--- config.mk ---
export PLATFORM = sky130hd
export DESIGN_NAME = point_serializer
export DESIGN_NICKNAME = d
export VERILOG_FILES = /design/src/rtl/point_serializer.sv
export SDC_FILE = /design/constraint.sdc
export NUM_CORES = 1
export LEC_CHECK = 0
export BUFFER_PORTS_ARGS = -buffer_cell sky130_fd_sc_hd__buf_4
export CELL_PAD_IN_SITES_DETAIL_PLACEMENT = 1
export CELL_PAD_IN_SITES_GLOBAL_PLACEMENT = 1
export CORE_ASPECT_RATIO = 0.5
export CORE_MARGIN = 2
export CORE_UTILIZATION = 37
export CTS_CLUSTER_SIZE = 16
export DETAILED_ROUTE_END_ITERATION = 8
export PLACE_DENSITY = 0.8
export SLEW_MARGIN = 15
export SYNTH_ARGS = -nofsm -noshare
export SYNTH_HDL_FRONTEND = slang
export SYNTH_SLANG_ARGS = --single-unit
--- constraint.sdc ---
create_clock -name clk -period 2.2 [get_ports clk]
set_input_delay 0.44 -clock clk [delete_from_list [all_inputs] [get_ports clk]]
set_output_delay 0.44 -clock clk [all_outputs]
set_load 0.1 [all_outputs]
--- src/rtl/point_serializer.sv ---
// point_serializer: turns a finished curve point {x, y} into a SEC1 byte stream.
// The stream is sent MSB first over a valid/ready handshake.
// in_point layout: x in [511:256], y in [255:0].
// Build option: define POINT_COMPRESS_EN for the compressed form (0x02/0x03 + x).
// Without it, the uncompressed form is used (0x04 + x + y).
// The point at infinity, (0,0), is always sent as the single byte 0x00.
module point_serializer (
    input  logic         clk,
    input  logic         Reset,
    input  logic [511:0] in_point,
    input  logic         in_valid,
    input  logic         byte_ready,
    output logic [7:0]   byte_out,
    output logic         byte_valid,
    output logic         byte_last,
    output logic         busy,
    output logic         Done
);

`ifdef POINT_COMPRESS_EN
    // Only x is streamed; y contributes just its parity to the prefix.
    localparam int         SR_W     = 256;
    localparam logic [6:0] LAST_IDX = 7'd31;
`else
    localparam int         SR_W     = 512;
    localparam logic [6:0] LAST_IDX = 7'd63;
`endif

    typedef enum logic [1:0] {
        ST_IDLE   = 2'd0,
        ST_PREFIX = 2'd1,
        ST_BODY   = 2'd2,
        ST_REARM  = 2'd3
    } state_t;

    state_t          state_q, state_d;
    logic [SR_W-1:0] shift_q, shift_d;
    logic [6:0]      cnt_q, cnt_d;
    logic            inf_q, inf_d;
    logic            done_q, done_d;
    logic [7:0]      prefix_byte;
`ifdef POINT_COMPRESS_EN
    logic            ypar_q, ypar_d;
`endif

    // State, captured point and Done pulse register; reset aborts any frame.
    always_ff @(posedge clk) begin
        if (Reset) begin
            state_q <= ST_IDLE;
            shift_q <= '0;
            cnt_q   <= '0;
            inf_q   <= 1'b0;
            done_q  <= 1'b0;
`ifdef POINT_COMPRESS_EN
            ypar_q  <= 1'b0;
`endif
        end else begin
            state_q <= state_d;
            shift_q <= shift_d;
            cnt_q   <= cnt_d;
            inf_q   <= inf_d;
            done_q  <= done_d;
`ifdef POINT_COMPRESS_EN
            ypar_q  <= ypar_d;
`endif
        end
    end

`ifdef POINT_COMPRESS_EN
    assign prefix_byte = {7'b0000001, ypar_q};
`else
    assign prefix_byte = 8'h04;
`endif

    // Next-state logic and handshake outputs; outputs decode the current state.
    always_comb begin
        state_d    = state_q;
        shift_d    = shift_q;
        cnt_d      = cnt_q;
        inf_d      = inf_q;
        done_d     = 1'b0;
`ifdef POINT_COMPRESS_EN
        ypar_d     = ypar_q;
`endif
        byte_out   = 8'h00;
        byte_valid = 1'b0;
        byte_last  = 1'b0;
        busy       = 1'b0;

        case (state_q)
            ST_IDLE: begin
                // Capture does not wait for in_valid to be seen low first.
                if (in_valid) begin
                    shift_d = in_point[511 -: SR_W];
                    inf_d   = (in_point == 512'd0);
`ifdef POINT_COMPRESS_EN
                    ypar_d  = in_point[0];
`endif
                    cnt_d   = 7'd0;
                    state_d = ST_PREFIX;
                end
            end
            ST_PREFIX: begin
                byte_valid = 1'b1;
                busy       = 1'b1;
                byte_out   = inf_q ? 8'h00 : prefix_byte;
                byte_last  = inf_q;
                if (byte_ready) begin
                    if (inf_q) begin
                        state_d = ST_REARM;
                        done_d  = 1'b1;
                    end else begin
                        cnt_d   = 7'd0;
                        state_d = ST_BODY;
                    end
                end
            end
            ST_BODY: begin
                byte_valid = 1'b1;
                busy       = 1'b1;
                byte_out   = shift_q[SR_W-1 -: 8];
                byte_last  = (cnt_q == LAST_IDX);
                if (byte_ready) begin
                    shift_d = shift_q << 8;
                    if (cnt_q == LAST_IDX) begin
                        state_d = ST_REARM;
                        done_d  = 1'b1;
                    end else begin
                        cnt_d = cnt_q + 7'd1;
                    end
                end
            end
            ST_REARM: begin
                // Hold off until the generator drops its level so a point is sent once.
                if (!in_valid) begin
                    state_d = ST_IDLE;
                end
            end
            default: begin
                state_d = ST_IDLE;
            end
        endcase
    end

    assign Done = done_q;

endmodule

==> results of run 1 <==
cell families (layout without fill, tap and decap cells):
logic type	count (synthesis)	count (layout)
DFF	523	523
AOI/OAI and AO/OA	533	533
and+or+nand+nor	736	737
adders and majority gates	7	7
buffers and inverters	235	761
muxes	506	506
other	0	5
worst min-delay path: cells and delay by family:
family | cells | cell delay, ps
compound gates | 1 | 40
buf+inv | 1 | 130
simple gates | 1 | 60
what timing repair did:
action	in CTS	in global routing
resized for setup	47	252
pin swaps	6	18
cloned	2	23
endpoints found under the setup margin	14	77
hold buffers	0	0
setup buffers	11	22
hold endpoints to repair	0	0
per-layer routing:
layer,vias up,wire [um]
li1,10496,-
met1,10996,36600
met2,534,48700
met3,277,2860
met4,0,5030
met5,-,0
worst paths after layout:
path,depth (start not counted),end,slack (ps),from
setup reg to reg,11,shift_q[13],-190,state_q[0]
hold reg to reg,2,shift_q[117],500,shift_q[117]
setup / recovery,7,byte_last,-250,state_q[0]
hold / removal,3,Done,120,byte_ready
report_power, final:
group / leakage (nW) / total (mW) / switching (mW) / internal (mW)
Sequential: 4.34 / 17.8 / 3.31 / 14.5
Combinational: 6.90 / 27.9 / 15.4 / 12.5
Clock: 0.827 / 9.09 / 4.00 / 5.09
Total: 12.1 / 54.8 / 22.7 / 32.1
final cells by class:
cell class | instances | area (sq um)
Clock inverter | 17 | 173
Inverter | 3 | 12.5
Multi-Input combinational cell | 1783 | 13400
Timing Repair Buffer | 668 | 6160
Tap cell | 871 | 1090
Clock buffer | 73 | 1500
Sequential cell | 523 | 10500
Antenna cell | 5 | 12.5
Fill cell | 6995 | 30700
sequential cells by signal, indices dropped and copies added (netlist names):
register / flops
shift_q: 512
inf_q: 1
Done: 1
cnt_q: 7
state_q: 2
stage by stage:
step           instance area [sq um]  total power [mW]
2_1_floorplan                  24000              32.8
3_3_place_gp                   29100              38.1
3_5_place_dp                   29100              39.3
5_1_grt                        32800              58.1
4_1_cts                        31100              49.0
6_report                       32800              54.8
Yosys cell counts:
cell type / count
a211oi_1: 491
a211oi_2: 14
a21bo_2: 1
a21boi_0: 1
a21oi_1: 15
a221oi_1: 1
a221oi_2: 1
a31oi_1: 1
and2_1: 9
and3_1: 10
buf_1: 20
buf_2: 56
buf_4: 4
buf_6: 4
clkbuf_1: 148
clkinv_2: 1
dfxtp_1: 523
ha_1: 7
inv_1: 2
mux2_4: 1
mux2i_1: 505
nand2_1: 12
nand2b_1: 3
nand3_1: 5
nand3b_1: 1
nand4_1: 32
nand4b_1: 1
nor2_1: 517
nor3_1: 4
nor3b_1: 1
nor4_1: 133
o21ai_0: 4
o21ai_1: 2
o31ai_1: 1
o41ai_1: 1
or2_2: 1
or3_1: 3
or4_1: 4
==> run metrics, run 1 <==
status=finished, violations left; failing checks=negative setup slack; Top delay family on crit path=buffers and inverters; peak supply drop=831 uV; synth top area cells=dfxtp_1 44%, mux2i_1 21%, a211oi_1 15%; # placed instances=3,790; Tmin final=2450 ps; Initial Util=37.7%; Hold Crit Class=in -> reg; GRT met2 Usage=45.1%; Post-Syn Area=23,900 sq um; Post-DP HPWL=61.0 mm; worst path bufs/invs=4; largest net degree at the start of global routing=203; leading area contributor after synthesis=dfxtp_1; Skew-Pair Late Insertion Delay=600 ps; die width=364 um; fin nets=3,552; post-route clock period utilization=111%; max cap viols=0; critical path type=reg -> out; XOR/XNOR share of the synthesized area=0%; RePlAce Congestion=0.895; synthesized instance count=2,540; PD cells=1670 nW/um^2; Final Hold Viols=0; clock root buffer=clkbuf_16; crit start category=register; fin cells=3,943; number of DRC markers in iteration 0=1,244; Die Footprint=66,900 sq um; Seq cells post-synth=523; crit-path max cell delay=350 ps; area share of the largest cell type after synthesis=43.7%; WP data required=1760 ps; most frequent cells in the layout=577 x buf_4, 518 x dfxtp_1, 505 x mux2i_1, 440 x nor2_1, 402 x a211oi_1; WL per Instance=23.6 um; post-layout util=51.7%; main combinational cell family by area after synthesis=multiplexers; WHS=122 ps; Reg clk slew, reported paths=80 ps; first-pass GRT wire length=129 mm; CP max-delay cell=dfxtp_2; most common cell after layout, fill and taps aside=buf_4; sequential fraction of the synthesis area=43.7%; post-synthesis mux area share=21.2%; GR Util met3=2.95%; Fin Setup TNS=-5740 ps; via/cell ratio=5.66; CP Capture Type=output pin; crit-path cells=inv_2 > ha_4 > clkinv_2 > o41ai_4 > buf_4 > and2_4 > buf_12; num ports=528; CTS tree=done; H-tree depth=2; DP Worst Slack=-373 ps; share of cells above drive strength 1=31.6%; Die H=184 um; RSZ-0062 raised after global routing=yes; GRT Residual Overflow=0; Synth Area in Adders=0.366%; Slew Limit Fails=0; Core ar.=63,500 sq um; fmax=409 MHz; antenna violations before repair=5; Yosys cell types=38; area delta synth->final=37.1%; grt peak-use layer=met2; clock buffer depth=3; GRT Resource Usage Total=24.3%; 1st-pass router iterations=5; DR DRC count=0; CP arrival=2010 ps; slew margin rel.=16.1%; Ys Warns=0; leakage power=12.1 nW; Setup Skew=20.1 ps; Setup Viol. Count Final=162; Syn Area/Cell=9.42 sq um; final worst slack=-247 ps; post-synthesis simple-gate area fraction=13.7%; GR Util met1=27.7%; vias in the first global route=22,715; FP Rows=65; worst-margin pin slew=1260 ps; ANT nets after route=0; CP max FO=4; Post-Syn Nets=3,063; Via Count=22,303; I/O Buffers=527; CTS Sinks=523; Detailed Route WL=93.2 mm; cts bufs inserted=50; Compound-Gate Fraction of Synth Area=16.8%
(Power assumes the default switching activity.)
==> run 2, diff against run 1 <==
- CORE_UTILIZATION: 37 -> 41
- PLACE_DENSITY: 0.8 -> 0.84
- clock period: 2.2 -> 2.8 ns (I/O delays scaled with it)
==> run 2 against run 1 <==
The run now ends clean. Flip-flop and latch count stayed put. Power is 32% lower. Combinational power is 41% lower. Non-clock buffer count is 91 lower. Clock-buffer cell count is 1 lower. Die area is 9.6% lower. Sequential share of layout area is 2.6 points higher. Setup slack better by 340 ps. Critical path depth is 1 lower. Clock skew is 9.2 ps higher. Worst hold slack better by 160 ps. Critical endpoint is now byte_out[6].
==> run metrics, run 2 (synthesis gave the netlist of run 1 again) <==
status=complete, no violations; peak supply drop=973 uV; fin nets=3,457; CP Capture Type=output pin; cts bufs inserted=47; internal power=22.2 mW; dpl cell area=28,500 sq um; RSZ-0062 raised after global routing=yes; slew margin rel.=21.0%; # placed instances=3,651; first-pass GRT wire length=126 mm; clock power share=19.0%; post-route cell area=30,300 sq um; ANT nets after route=0; antenna violations before repair=15; Hold Crit Class=in -> reg; Core ar.=57,600 sq um; Levels on crit path=6; WL per Instance=21.9 um; share of cells above drive strength 1=22.9%; Setup Skew=29.2 ps; crit-path cells=inv_2 > ha_4 > buf_4 > buf_4 > and2_1 > buf_4; Sw Share=40.6%; 1st-pass router iterations=4; CP max FO=15; Reg clk slew, reported paths=70 ps; fmax=370 MHz; most frequent cells in the layout=554 x buf_4, 523 x dfxtp_1, 517 x nor2_1, 505 x mux2i_1, 491 x a211oi_1; r2r setup slk=190 ps; worst-margin pin slew=1190 ps; Switching Power=15.1 mW; vias in the first global route=22,483; PD cells=1230 nW/um^2; Initial Util=41.6%; Regs by FF count=shift_q: 512 flops, cnt_q: 7 flops, state_q: 2 flops; Die H=175 um; I/O Buffers=527; Skew-Pair Late Insertion Delay=590 ps; critical path's most frequent cell=buf_4; largest net degree at the start of global routing=233; sequential power share=36.8%; die width=346 um; critical path type=reg -> out; Gate power share=44.2%; area delta synth->final=26.5%; H-tree depth=2; WHS=281 ps; RePlAce Congestion=0.920; Fin Setup TNS=0 ps; CP arrival=2150 ps; worst path bufs/invs=4; hold_buf cts=0; max cap viols=0; Setup Viol. Count Final=0; clock buffer depth=3; Detailed Route WL=82.1 mm; most common cell after layout, fill and taps aside=buf_4; Via Count=21,242; via/cell ratio=5.66; Top delay family on crit path=buffers and inverters; DR DRC count=0; crit start category=register; fin cells=3,752; Fillers=6,500; crit-path max cell delay=360 ps; WHS Path Cells=3; Die Footprint=60,400 sq um; post-layout util=52.6%; Post-DP HPWL=59.5 mm; Slew Limit Fails=0; CTS tree=done; max FFs per register=512; leakage power=11.1 nW; GRT Resource Usage Total=26.1%; Final Hold Viols=0; WP data required=2240 ps; num ports=528; largest register by flop count=shift_q; post-route clock period utilization=96.7%; CP max-delay cell=dfxtp_1; GRT Residual Overflow=0; Tmin final=2710 ps; Worst Reg-to-Reg Cells=9; number of DRC markers in iteration 0=1,281; FP Rows=62; clock root buffer=clkbuf_16; CTS Sinks=523
## run 2: changes by cell type in the layout (fill, tap and decap cells not counted), moves of 7 or more
| cell | previous run | this run |
|---|---|---|
| buf_6 | 21 | 2 |
| a211oi_1 | 402 | 491 |
| buf_4 | 577 | 554 |
| nor2_1 | 440 | 517 |
| nor2_2 | 58 | 0 |
| buf_16 | 13 | 1 |
| nor2_4 | 19 | 0 |
| a211oi_2 | 102 | 14 |
| buf_12 | 34 | 18 |
| and2_4 | 10 | 3 |
| clkbuf_16 | 70 | 48 |
| diode_2 | 5 | 15 |
## run 2: power groups by stage
stage | clock network, mW | registers (mW) | logic [mW]
after floorplan | 0 | 12.9 | 12.8
after global placement | 0 | 13.6 | 15.5
after detailed placement | 0 | 13.8 | 16.3
after CTS | 7.21 | 13.7 | 16.5
after global routing | 7.54 | 14.1 | 18.3
final | 7.08 | 13.7 | 16.5
## run 2: worst paths after layout
kind                        to       start
hold reg to reg       cnt_q[5]    cnt_q[5]
setup reg to reg  shift_q[223]  state_q[0]
hold / removal            Done  byte_ready
setup / recovery   byte_out[6]  state_q[0]
## run 2: final cells by class
type | instances | area, sq um | area share, %
Sequential cell | 523 | 10500 | 34.6
Inverter | 3 | 12.5 | 0.0413
Multi-Input combinational cell | 1782 | 12500 | 41.4
Tap cell | 768 | 961 | 3.17
Timing Repair Buffer | 577 | 4600 | 15.2
Clock buffer | 72 | 1440 | 4.76
Clock inverter | 12 | 225 | 0.744
Antenna cell | 15 | 37.5 | 0.124
## run 2: repair_timing
action                                  4_1_cts  5_1_grt
buffers inserted                              2        0
resized for setup                             9        7
endpoints found under the setup margin        4        3
gates cloned                                  0        0
## run 2: per-layer routing
metal,vias to the layer above,wire [um],GRT usage (%)
met4,0,4150,14.0
met1,10302,32900,30.0
li1,10271,-,-
met5,-,0,0
met2,453,42700,47.7
met3,216,2310,3.18
## run 2: worst reg2reg max path, stage by stage, from the launching register on
cell	delay, ps
dfxtp_1	410
inv_2	110
ha_4	210
buf_4	160
mux2_4	200
and2_4	290
buf_12	250
buf_4	470
nor2_1	140
a211oi_1	290
## run 2: metrics by stage
| step | setup WS (ps) | total power [mW] |
|---|---|---|
| floorplan | 129 | 25.7 |
| finish | 93.7 | 37.3 |
| detailed placement | -4.51 | 30.1 |
| global placement | -72.0 | 29.1 |
| CTS | 0.570 | 37.4 |
| global route | -37.5 | 39.9 |
==> run 3, diff against run 2 <==
- ABC_AREA: unset -> 1
- CORE_UTILIZATION: 41 -> 39
==> run 3 against run 2 <==
Utilization decreased by 3.7 points. Clock-buffer cell count shrank 6. Combinational power is 24% lower. Clock skew down 18 ps. Die area rose by 14%. Critical path depth is 1 lower. Global-route usage fell by 1.3 points. Critical path type unchanged.
==> run metrics, run 3 <==
XOR/XNOR share of the synthesized area=0%; dpl cell area=30,700 sq um; H-tree depth=2; CTS Sinks=523; Die H=187 um; share of cells above drive strength 1=16.0%; Hold Crit Class=in -> reg; most common cell in the netlist=inv_1; sequential fraction of the synthesis area=40.1%; fin cells=5,172; die width=370 um; num ports=528; Fin Setup TNS=0 ps; largest net degree at the start of global routing=216; Detailed Route WL=88.4 mm; CP max FO=6; ANT nets after route=0; WL per Instance=17.1 um; Worst R2R Start=state_q[0]; RePlAce Congestion=0.880; Ys Warns=0; WHS Path Cells=3; leading area contributor after synthesis=dfxtp_1; synthesized instance count=3,865; post-synthesis simple-gate area fraction=14.7%; first-pass GRT wire length=141 mm; GRT Residual Overflow=0; worst-margin pin slew=1010 ps; Reg clk slew, reported paths=70 ps; post-route cell area=32,600 sq um; Seq cells post-synth=523; Post-synth top flop=dfxtp_1; Synth top cells by count=710 x inv_1, 642 x o21ai_0, 523 x dfxtp_1; Syn Area/Cell=6.76 sq um; DR DRC count=0; number of synthesized flops with an enable pin=0; leakage power=14.3 nW; Final Hold Viols=0; clock root buffer=clkbuf_16; Slew Limit Fails=0; post-synthesis async set-or-reset flop share=0%; synth top area cells=dfxtp_1 40%, o21ai_0 12%, a211oi_1 11%; Min-Delay Startpoint=byte_ready; Seq. cell area=10,500 sq um; Compound-Gate Fraction of Synth Area=29.7%; status=complete, no violations; area share of the largest cell type after synthesis=40.1%; Die Footprint=69,200 sq um; area delta synth->final=24.7%; crit start category=register; GRT Resource Usage Total=24.8%; CP Capture Type=output pin; PD cells=950 nW/um^2; Tmin final=2670 ps; most frequent cells in the layout=709 x inv_1, 642 x o21ai_0, 560 x buf_4, 523 x dfxtp_1, 462 x nand2_1; largest register by flop count=shift_q; Initial Util=39.2%; Setup Viol. Count Final=0; Post-Syn Area=26,100 sq um; CP arrival=2110 ps; Power, Total=30.9 mW; Regs by FF count=shift_q: 512 flops, cnt_q: 7 flops, state_q: 2 flops; most common cell after layout, fill and taps aside=inv_1; max cap viols=0; fmax=375 MHz; Worst Reg-to-Reg Cells=7; Skew-Pair Late Insertion Delay=590 ps; Post-DP HPWL=63.6 mm; post-synthesis mux area share=0%; via/cell ratio=5.13; # placed instances=5,064; slew margin rel.=32.5%; Synth Area in Adders=0.335%; main combinational cell family by area after synthesis=compound AO/OA/AOI/OAI gates; Hold EP=Done; Post-Syn Nets=4,388; cts bufs inserted=49; Setup Skew=11.6 ps; peak supply drop=726 uV; max FFs per register=512; WP data required=2240 ps; clock buffer depth=3; Via Count=26,515; Worst R2R End=shift_q[119]; 1st-pass router iterations=5; area of the multi-input gates=11,700 sq um; Core ar.=66,600 sq um; hold_buf cts=0; r2r setup slk=270 ps; I/O Buffers=527; FP Rows=67; number of DRC markers in iteration 0=1,325; critical path type=reg -> out; Fillers=8,687; fin nets=4,745; CTS tree=done; vias in the first global route=27,786; antenna violations before repair=16; Yosys cell types=24; post-route clock period utilization=95.3%
==> run 3: cell count changes in the layout (fill, tap and decap cells not counted), sizes merged, moves of 14 or more <==
cell,before,now
buf,577,591
nor4,133,3
a211oi,505,374
nor3,4,24
nand4,32,15
inv,3,713
a21oi,15,339
nand3,5,46
nor2,517,418
nand2,12,463
o21ai,6,645
mux2i,505,0
==> run 3: per-stage QoR <==
| step | hold WS, ps | util, % | worst slack (ps) |
|---|---|---|---|
| after detailed placement | 437 | 46.1 | 389 |
| final | 277 | 48.9 | 132 |
| after global placement | 432 | 46.1 | 480 |
| after CTS | 233 | 48.8 | 25.2 |
| after global routing | 270 | 48.9 | -11.9 |
| after floorplan | 424 | - | -222 |
==> run 3: worst max-delay path, stage by stage, from the launching register on <==
cell	delay [ps]
dfxtp_1	460
inv_1	160
ha_2	420
inv_1	100
a21oi_2	130
buf_6	240
==> run 3: how the worst max path moves through the flow <==
| stage | startpoint | endpoint | slack (ps) | cells after the start |
|---|---|---|---|---|
| floorplan | state_q[0] | byte_last | -220 | 4 |
| global placement | in_point[310] | inf_q | 480 | 12 |
| detailed placement | in_point[310] | inf_q | 390 | 12 |
| CTS | state_q[0] | byte_out[2] | 30 | 5 |
| global route | cnt_q[0] | byte_last | -10 | 8 |
| finish | state_q[0] | byte_out[2] | 130 | 5 |
==> run 3: report_power, final <==
| part | switching [mW] | internal, mW | total [mW] | leakage [nW] |
|---|---|---|---|---|
| registers | 1.06 | 10.2 | 11.2 | 4.34 |
| clock network | 3.08 | 4.14 | 7.23 | 0.830 |
| logic | 8.16 | 4.31 | 12.5 | 9.10 |
| total | 12.3 | 18.6 | 30.9 | 14.3 |
==> run 3: timing repair <==
item,CTS,global route
resized for setup,4,5
buffers inserted,2,1
hold endpoints to repair,0,0
gates cloned,1,0
pin swaps,0,2
endpoints found under the setup margin,9,2
==> run 3: logic make-up after synthesis <==
| logic type | after synthesis |
|---|---|
| buffers and inverters | 998 |
| flip-flops | 523 |
| AO/OA/AOI/OAI | 1360 |
| adder cells (fa/ha/maj) | 7 |
| AND/OR/NAND/NOR | 977 |
==> run 3: per-layer routing <==
metal	GRT usage (%)	vias up	wire (um)	share of wire (%)
met1	28.0	12615	36100	41
met4	10.8	0	3590	4.1
met2	46.6	396	46200	52
met3	3.11	189	2480	2.8
li1	-	13315	-	-
met5	0	-	0	0
==> run 3: cell type report <==
| type | count | area share, % |
|---|---|---|
| multi-input cells | 2344 | 35.9 |
| inverters | 712 | 8.25 |
| repair buffers | 592 | 14.9 |
| clock buffers | 66 | 4.28 |
| well taps | 897 | 3.45 |
| diodes | 16 | 0.123 |
| flip-flops and latches | 523 | 32.2 |
| clock inverters | 22 | 0.934 |
